[src/rtl/beat_metronome.sv]
// Tick-driven tempo generator: beat/downbeat/colour strobes with handshaked tempo/meter config.
// Latency: pulses registered, high the cycle after the edge that samples the terminal trigger.
// Backpressure: cfg_ready low while a config is pending; it is applied at a beat boundary, in IDLE, or on restart.
// Optional half-beat subdivision strobe: define BEAT_METRONOME_SUBDIV_EN.
module beat_metronome #(
    parameter int CNT_W          = 8,
    parameter int BEAT_W         = 3,
    parameter int DEFAULT_PERIOD = 30,
    parameter int DEFAULT_BEATS  = 4
) (
    input  logic              clk_in,
    input  logic              rst_in,
    input  logic              trigger,
    input  logic              enable,
    input  logic              restart,
    input  logic [CNT_W-1:0]  period_in,
    input  logic [BEAT_W-1:0] beats_in,
    input  logic              cfg_valid,
    output logic              cfg_ready,
    output logic              color,
    output logic              beat_pulse,
    output logic              downbeat_pulse,
    output logic [BEAT_W-1:0] beat_idx,
    output logic              sub_pulse
);

    typedef enum logic [1:0] {
        ST_IDLE   = 2'd0,
        ST_RUN    = 2'd1,
        ST_PAUSED = 2'd2
    } state_t;

    state_t            r_state;
    state_t            w_state_nxt;

    logic [CNT_W-1:0]  r_cnt;
    logic [CNT_W-1:0]  r_period;
    logic [BEAT_W-1:0] r_beats;
    logic [BEAT_W-1:0] r_beat_idx;
    logic              r_color;
    logic              r_beat_pulse;
    logic              r_down_pulse;

    logic              r_pend_vld;
    logic [CNT_W-1:0]  r_pend_period;
    logic [BEAT_W-1:0] r_pend_beats;

    logic              w_count;
    logic              w_terminal;
    logic              w_idx_wrap;
    logic              w_apply;
    logic              w_take;
    logic [CNT_W-1:0]  w_period_san;
    logic [BEAT_W-1:0] w_beats_san;

    // A trigger only counts while running; restart and a dropping enable both swallow it.
    assign w_count    = (r_state == ST_RUN) & enable & trigger & ~restart;
    assign w_terminal = w_count & (r_cnt == r_period - CNT_W'(1));
    // >= rather than == keeps the index bounded if a smaller meter landed mid-measure.
    assign w_idx_wrap = (r_beat_idx >= r_beats - BEAT_W'(1));

    assign w_apply = r_pend_vld & (restart | w_terminal | (r_state == ST_IDLE));
    assign w_take  = cfg_valid & ~r_pend_vld;

    assign w_period_san = (period_in == '0) ? CNT_W'(1)  : period_in;
    assign w_beats_san  = (beats_in  == '0) ? BEAT_W'(1) : beats_in;

    always_ff @(posedge clk_in or posedge rst_in) begin
        if (rst_in) begin
            r_state <= ST_IDLE;
        end else begin
            r_state <= w_state_nxt;
        end
    end

    always_comb begin
        w_state_nxt = r_state;
        if (restart) begin
            w_state_nxt = enable ? ST_RUN : ST_IDLE;
        end else begin
            case (r_state)
                ST_IDLE:   if (enable)  w_state_nxt = ST_RUN;
                ST_RUN:    if (!enable) w_state_nxt = ST_PAUSED;
                ST_PAUSED: if (enable)  w_state_nxt = ST_RUN;
                default:   w_state_nxt = ST_IDLE;
            endcase
        end
    end

    always_ff @(posedge clk_in or posedge rst_in) begin
        if (rst_in) begin
            r_cnt        <= '0;
            r_beat_idx   <= '0;
            r_color      <= 1'b0;
            r_beat_pulse <= 1'b0;
            r_down_pulse <= 1'b0;
        end else begin
            r_beat_pulse <= 1'b0;
            r_down_pulse <= 1'b0;
            if (restart) begin
                r_cnt      <= '0;
                r_beat_idx <= '0;
                r_color    <= 1'b0;
            end else if (w_terminal) begin
                r_cnt        <= '0;
                r_color      <= ~r_color;
                r_beat_pulse <= 1'b1;
                r_beat_idx   <= w_idx_wrap ? '0 : r_beat_idx + BEAT_W'(1);
                r_down_pulse <= w_idx_wrap;
            end else if (w_count) begin
                r_cnt <= r_cnt + CNT_W'(1);
            end
        end
    end

    // Period only ever changes together with counter==0, so the count never overruns it.
    always_ff @(posedge clk_in or posedge rst_in) begin
        if (rst_in) begin
            r_period      <= CNT_W'(DEFAULT_PERIOD);
            r_beats       <= BEAT_W'(DEFAULT_BEATS);
            r_pend_vld    <= 1'b0;
            r_pend_period <= '0;
            r_pend_beats  <= '0;
        end else if (w_apply) begin
            r_period   <= r_pend_period;
            r_beats    <= r_pend_beats;
            r_pend_vld <= 1'b0;
        end else if (w_take) begin
            r_pend_vld    <= 1'b1;
            r_pend_period <= w_period_san;
            r_pend_beats  <= w_beats_san;
        end
    end

`ifdef BEAT_METRONOME_SUBDIV_EN
    logic r_sub_pulse;
    logic w_half_hit;

    assign w_half_hit = w_count & ~w_terminal & (r_period >= CNT_W'(2)) &
                        ((r_cnt + CNT_W'(1)) == (r_period >> 1));

    always_ff @(posedge clk_in or posedge rst_in) begin
        if (rst_in) begin
            r_sub_pulse <= 1'b0;
        end else begin
            r_sub_pulse <= w_terminal | w_half_hit;
        end
    end

    assign sub_pulse = r_sub_pulse;
`else
    assign sub_pulse = 1'b0;
`endif

    assign cfg_ready      = ~r_pend_vld;
    assign color          = r_color;
    assign beat_pulse     = r_beat_pulse;
    assign downbeat_pulse = r_down_pulse;
    assign beat_idx       = r_beat_idx;

endmodule

[config.mk]
export PLATFORM = sky130hd
export DESIGN_NAME = beat_metronome
export DESIGN_NICKNAME = d
export VERILOG_FILES = /design/src/rtl/beat_metronome.sv
export SDC_FILE = /design/constraint.sdc
export NUM_CORES = 1
export LEC_CHECK = 0
export BUFFER_PORTS_ARGS = -buffer_cell sky130_fd_sc_hd__buf_2
export CAP_MARGIN = 5
export CORE_ASPECT_RATIO = 1.5
export CORE_MARGIN = 5
export CORE_UTILIZATION = 50
export CTS_BUF_LIST = sky130_fd_sc_hd__clkbuf_4
export CTS_CLUSTER_SIZE = 8
export DETAILED_ROUTE_END_ITERATION = 8
export GPL_TIMING_DRIVEN = 1
export PLACE_DENSITY = 0.72
export SETUP_SLACK_MARGIN = 0.5
export SLEW_MARGIN = 5
export SYNTH_ARGS = -nofsm -noshare
export SYNTH_HDL_FRONTEND = slang
export SYNTH_SLANG_ARGS = --single-unit
[constraint.sdc]
create_clock -name clk_in -period 2.26 [get_ports clk_in]
set_input_delay 0.452 -clock clk_in [delete_from_list [all_inputs] [get_ports clk_in]]
set_output_delay 0.452 -clock clk_in [all_outputs]
set_load 0.01 [all_outputs]
## Yosys cells after proc, flatten, opt, wreduce, memory -nomap -nowiden

Cells that the tools add are included.

- Flip-flop bits (word level): 39
- Output and inout port bits: 8
- Bits of input ports: 17

- Add/sub/neg operators: 4
- Bitwise gates (word level): 12
- $lt $le $gt $ge: 1
- Equality and inequality tests: 5
- Multiplexer cells: 21
- Reductions and logical operators: 9

Operators by type and width:

| operator | number |
|---|---|
| two-way mux 8 bit | 4 |
| two-way mux 3 bit | 4 |
| two-way mux 1 bit | 9 |
| adder 8 x 1 -> 8 bit (second input constant) | 1 |
| equality test 8 bit | 1 |
| zero test 8 bit | 1 |
| subtractor 8 x 1 -> 8 bit (second input constant) | 1 |
| bitwise AND 1 bit | 6 |
| two-way mux 2 bit | 3 |
| inverter 1 bit | 4 |
| case mux 2 bit (2 select lines) | 1 |
| AND reduction 2 bit | 2 |
| nonzero test 2 bit | 2 |
| adder 3 x 1 -> 3 bit (second input constant) | 1 |
| greater-or-equal comparator 3 bit | 1 |
| zero test 3 bit | 1 |
| inequality test 3 x 1 -> 1 bit (second input constant) | 1 |
| inequality test 3 bit (second input constant) | 1 |
| nonzero test 3 bit | 1 |
| subtractor 3 x 1 -> 3 bit (second input constant) | 1 |
| equality test 2 x 1 -> 1 bit (second input constant) | 1 |
| equality test 2 bit (second input constant) | 1 |
| zero test 2 bit | 1 |
| bitwise OR 1 bit | 2 |
| OR reduction 2 bit | 1 |

## Depth between registers and ports, before layout

- Word-level depth: 10
- Gate-level depth with buffers: 11
- Mapped depth without buffers: 9

## Least setup slack after synthesis

No wires, ideal clock.

- Kind: reg-to-reg
- From: reg r_period[1]
- To: reg r_period[5]
- Path slack: 0.082 ns
- Arrival time: 2.045 ns
- Library setup time: 0.133 ns
- Clock period less this slack: 2.178 ns
- Data required time: 2.127 ns
- Cell stages (with the launch flop): 10
- Cell sequence: dfstp_2 inv_1 ha_1 xnor2_1 nor4_1 o211ai_1 or2_1 buf_2 a31oi_1 o211ai_1

- Longest elaborated chain between the ends: 6

RTL lines:

| element | RTL line | RTL |
|---|---|---|
| start: declaration | 37 | `logic [CNT_W-1:0] r_period;` |
| start signal: assignment | 119 | `r_period <= CNT_W'(DEFAULT_PERIOD);` |
| start signal: assignment | 125 | `r_period <= r_pend_period;` |
| subtractor 8 x 1 -> 8 bit | 58 | `assign w_terminal = w_count & (r_cnt == r_period - CNT_W'(1));` |
| equality test 8 bit | 58 |  |
| bitwise AND 1 bit | 58 |  |
| bitwise OR 1 bit (2 in series) | 62 | `assign w_apply = r_pend_vld & (restart \| w_terminal \| (r_state == ST_IDLE));` |
| bitwise AND 1 bit | 62 |  |

Every way passes these cells.
A chain may end at the register's enable or synchronous reset.

## Final worst setup path

- From: reg r_period[1]
- To: reg r_color, in the netlist color

- Longest elaborated chain between the ends: 4

RTL lines:

| element | RTL line | RTL |
|---|---|---|
| subtractor 8 x 1 -> 8 bit | 58 |  |
| equality test 8 bit | 58 |  |
| bitwise AND 1 bit | 58 |  |
| nonzero test 2 bit (no line) | - |  |
| end signal: assignment | 106 | `r_color <= ~r_color;` |
| end: declaration | 40 | `logic r_color;` |

Every way passes these cells.

==> metrics.md <==
| Metric | Value |
|---|---|
| Switching power total | `0.902 mW` |
| Pwr Density | `825 nW/µm²` |
| Critical path class | `reg -> reg` |
| Vias in the first global route | `2013` |
| Endpoints failing setup | `0` |
| Post-Syn Instances | `265` |
| Reg2reg path depth | `9` |
| Crit end category | `register` |
| Fin. Hold Viols | `0` |
| Critical Path Source Type | `register` |
| Vias | `2033` |
| Starting DRT DRC Count | `128` |
| Root buffer cell | `clkbuf_4` |
| Number of buffers added on ports | `23` |
| Post-synth top flop | `dfrtp_1` |
| Final ANT Viol Nets | `0` |
| Netlist area before placement | `2450 µm²` |
| Dpl cells | `345` |
| Die area | `6440 µm²` |
| Worst hold path class | `in -> async` |
| Die W | `67.2 µm` |
| Worst Skew | `4.54 ps` |
| DRC | `0` |
| Ant diodes | `0` |
| Drt via density | `5.60` |
| Synth cell types | `58` |
| Syn Nets | `289` |
| Antenna violations before repair | `0` |
| Die height | `95.8 µm` |
| R2r startpoint | `r_period[1]` |
| Hold_buf cts | `0` |
| Register area share after synthesis | `40.0%` |
| Clk sink count | `39` |
| Worst vdd ir | `0.000388 V` |
| Fin. max-slew vios | `0` |
| Logic pwr share | `39.6%` |
| Filler cells | `465` |
| Final Net Count | `320` |
| Hold slack | `196 ps` |
| Maximum achievable frequency | `449 MHz` |
| Worst r2r dst | `color` |
| Power share of the sequential group | `44.4%` |
| Most frequent cell after synthesis | `nand2_1` |
| Post-synth top cells | `54 x nand2_1, 34 x dfrtp_1, 13 x o211ai_1` |
| Ports | `25` |
| Largest net degree at the start of global routing | `40` |
| RSZ-0062 raised after global routing | `yes` |
| Core Area | `4810 µm²` |
| Setup crit end | `color` |
| CP Data Arrival Time | `2530 ps` |
| Leading area contributor after synthesis | `dfrtp_1` |
| Aggregate global routing overflow | `0` |
| Initial Utilization | `51.0%` |
| Finished Layout Cells | `363` |
| Crit path time final | `2230 ps` |
| R2R setup slack | `30 ps` |
| Top cell type's share of synthesized area | `34.7%` |
| FFs w/ async S/R, synth | `100%` |
| Number of synthesized flops with an enable pin | `0` |
| Area Overhead vs Synth | `15.2%` |
| Int Pwr | `1.43 mW` |
| Avg Inst Size Synth | `9.26 µm²` |
| Worst slew margin | `65.6%` |
| Max-Cap Viols | `0` |
| Yosys reg bits | `39` |
| Inserted Clock Buffers | `5` |
| DR pass1 iterations | `4` |
| Detail Placement HPWL | `3660 µm` |
| Measured slew at the worst slew-check pin | `516 ps` |
| Leakage | `1.25 nW` |
| First-pass GRT wire length | `9110 µm` |
| Share of layout cells above drive strength 1 | `27.9%` |
| Critical path fanouts, max | `6` |
| Wirelength, routed | `5460 µm` |
| Total global routing track utilization | `18.4%` |
| H-tree depth reported by CTS | `2` |
| Required @ worst endpoint | `2560 ps` |
| Period Utilization, post-route | `98.6%` |
| Status | `completed` |
| Bufs on Longest Clock Path | `2` |
| Beginning of the critical path | `r_period[1]` |
| Clock transition at path regs | `120 ps` |
| GPL Wtd Cong | `0.790` |
| Worst skew pair latency | `350 ps` |
| Sw frac | `38.7%` |
| Routed WL per cell | `15.0 µm` |
| Synth area leaders | `dfrtp_1 35%, nand2_1 8.3%, dfstp_2 5.4%` |
| CTS tree | `yes` |
| Synth warn | `0` |
| Clk pwr share | `16.0%` |
| FP Rows | `31` |
## worst max-delay path: stages, from the launching register on
cell	delay, ps
dfstp_2	560
inv_2	50
ha_4	210
xnor2_2	130
nor4_2	300
o211ai_1	230
nor2_4	250
nand2_4	160
inv_8	130
mux2_4	150
## cell families after synthesis
| family | synth area share [%] |
|---|---|
| muxes | 1.78 |
| and+or+nand+nor | 24.1 |
| AOI/OAI and AO/OA | 18.6 |
| DFF | 40.0 |
| buffers and inverters | 5.81 |
| adders and majority gates | 3.57 |
| xor gates and xnor gates | 6.02 |
| other | 0.153 |
## power groups by stage
stage | logic, mW | clock network (mW) | registers [mW]
after floorplan | 0.725 | 0 | 0.971
after global placement | 0.790 | 0 | 1.04
after detailed placement | 0.814 | 0 | 1.05
after CTS | 0.883 | 0.388 | 1.03
after global routing | 1.03 | 0.419 | 1.05
final | 0.925 | 0.373 | 1.04
## state kept, by name, indices dropped and copies added, names as in the netlist
name            count
r_beats             3
r_pend_period       8
color               1
r_pend_vld          1
beat_pulse          1
beat_idx            3
downbeat_pulse      1
r_period            8
r_pend_beats        3
r_state             2
r_cnt               8
## layer usage
metal / GRT usage [%] / wire [µm]
met5: 0 / 0
met1: 21.0 / 2290
met4: 7.11 / 99
met3: 3.50 / 213
met2: 33.1 / 2860
## placed cells by master (no fill, tap or decap), types with 2 or more instances in the layout
| cell type | synthesis | layout |
|---|---|---|
| and3_1 | 3 | 3 |
| nor3_1 | 4 | 4 |
| nor2b_1 | 2 | 2 |
| o211ai_1 | 13 | 13 |
| nand3_1 | 2 | 2 |
| nor2_1 | 12 | 10 |
| nand3b_1 | 2 | 2 |
| nand2_1 | 54 | 54 |
| buf_6 | 3 | 3 |
| o2111ai_1 | 3 | 2 |
| ha_1 | 7 | 6 |
| buf_4 | 3 | 14 |
| nand4_1 | 12 | 12 |
| nor2_4 | 1 | 2 |
| inv_1 | 8 | 7 |
| o22ai_1 | 4 | 4 |
| dfstp_2 | 5 | 5 |
| buf_2 | 3 | 23 |
| nor3_2 | 6 | 5 |
| clkbuf_4 | 0 | 6 |
| or2_4 | 0 | 2 |
| o21ai_2 | 2 | 2 |
| o2bb2ai_1 | 6 | 6 |
| a21oi_1 | 9 | 9 |
| xor2_1 | 8 | 8 |
| a31oi_1 | 10 | 10 |
| xnor2_1 | 7 | 6 |
| dfrtp_1 | 34 | 34 |
| nand2b_1 | 3 | 3 |
## per-stage QoR
stage	worst slack (ps)	area (µm²)	power, mW	utilization, %	TNS [ps]
CTS	103	2770	2.30	57.6	0
global route	-58.1	2830	2.50	58.8	-514
floorplan	157	2480	1.70	-	0
global placement	69.7	2630	1.83	54.7	0
detailed placement	-28.8	2630	1.86	54.7	-28.8
finish	31.5	2830	2.33	58.8	0
## area by class of cell
| cell class | count | area, µm² | area share, % |
|---|---|---|---|
| clock buffer | 6 | 45.0 | 1.59 |
| clock inverter | 2 | 12.5 | 0.442 |
| tap | 66 | 82.6 | 2.92 |
| multi-input combinational | 199 | 1400 | 49.4 |
| sequential | 39 | 982 | 34.7 |
| inverter | 10 | 45.0 | 1.59 |
| timing repair buffer | 40 | 254 | 8.98 |
| timing repair inverter | 1 | 8.76 | 0.310 |
## what timing repair did
item	CTS	global route
setup endpoints to repair	26	26
setup buffers	5	2
pin swaps	4	11
cloned	2	1
resized for setup	10	7
## how the worst min path moves through the flow
| stage | from | endpoint | cells after the start |
|---|---|---|---|
| 2_1_floorplan | r_pend_period[6] | r_pend_period[6] | 2 |
| 4_1_cts | rst_in | r_period[7] | 3 |
| 6_report | rst_in | beat_idx[2] | 3 |
| 3_3_place_gp | r_pend_period[6] | r_pend_period[6] | 2 |
| 5_1_grt | rst_in | beat_idx[2] | 3 |
| 3_5_place_dp | r_pend_period[6] | r_pend_period[6] | 2 |
(Power assumes the default switching activity.)
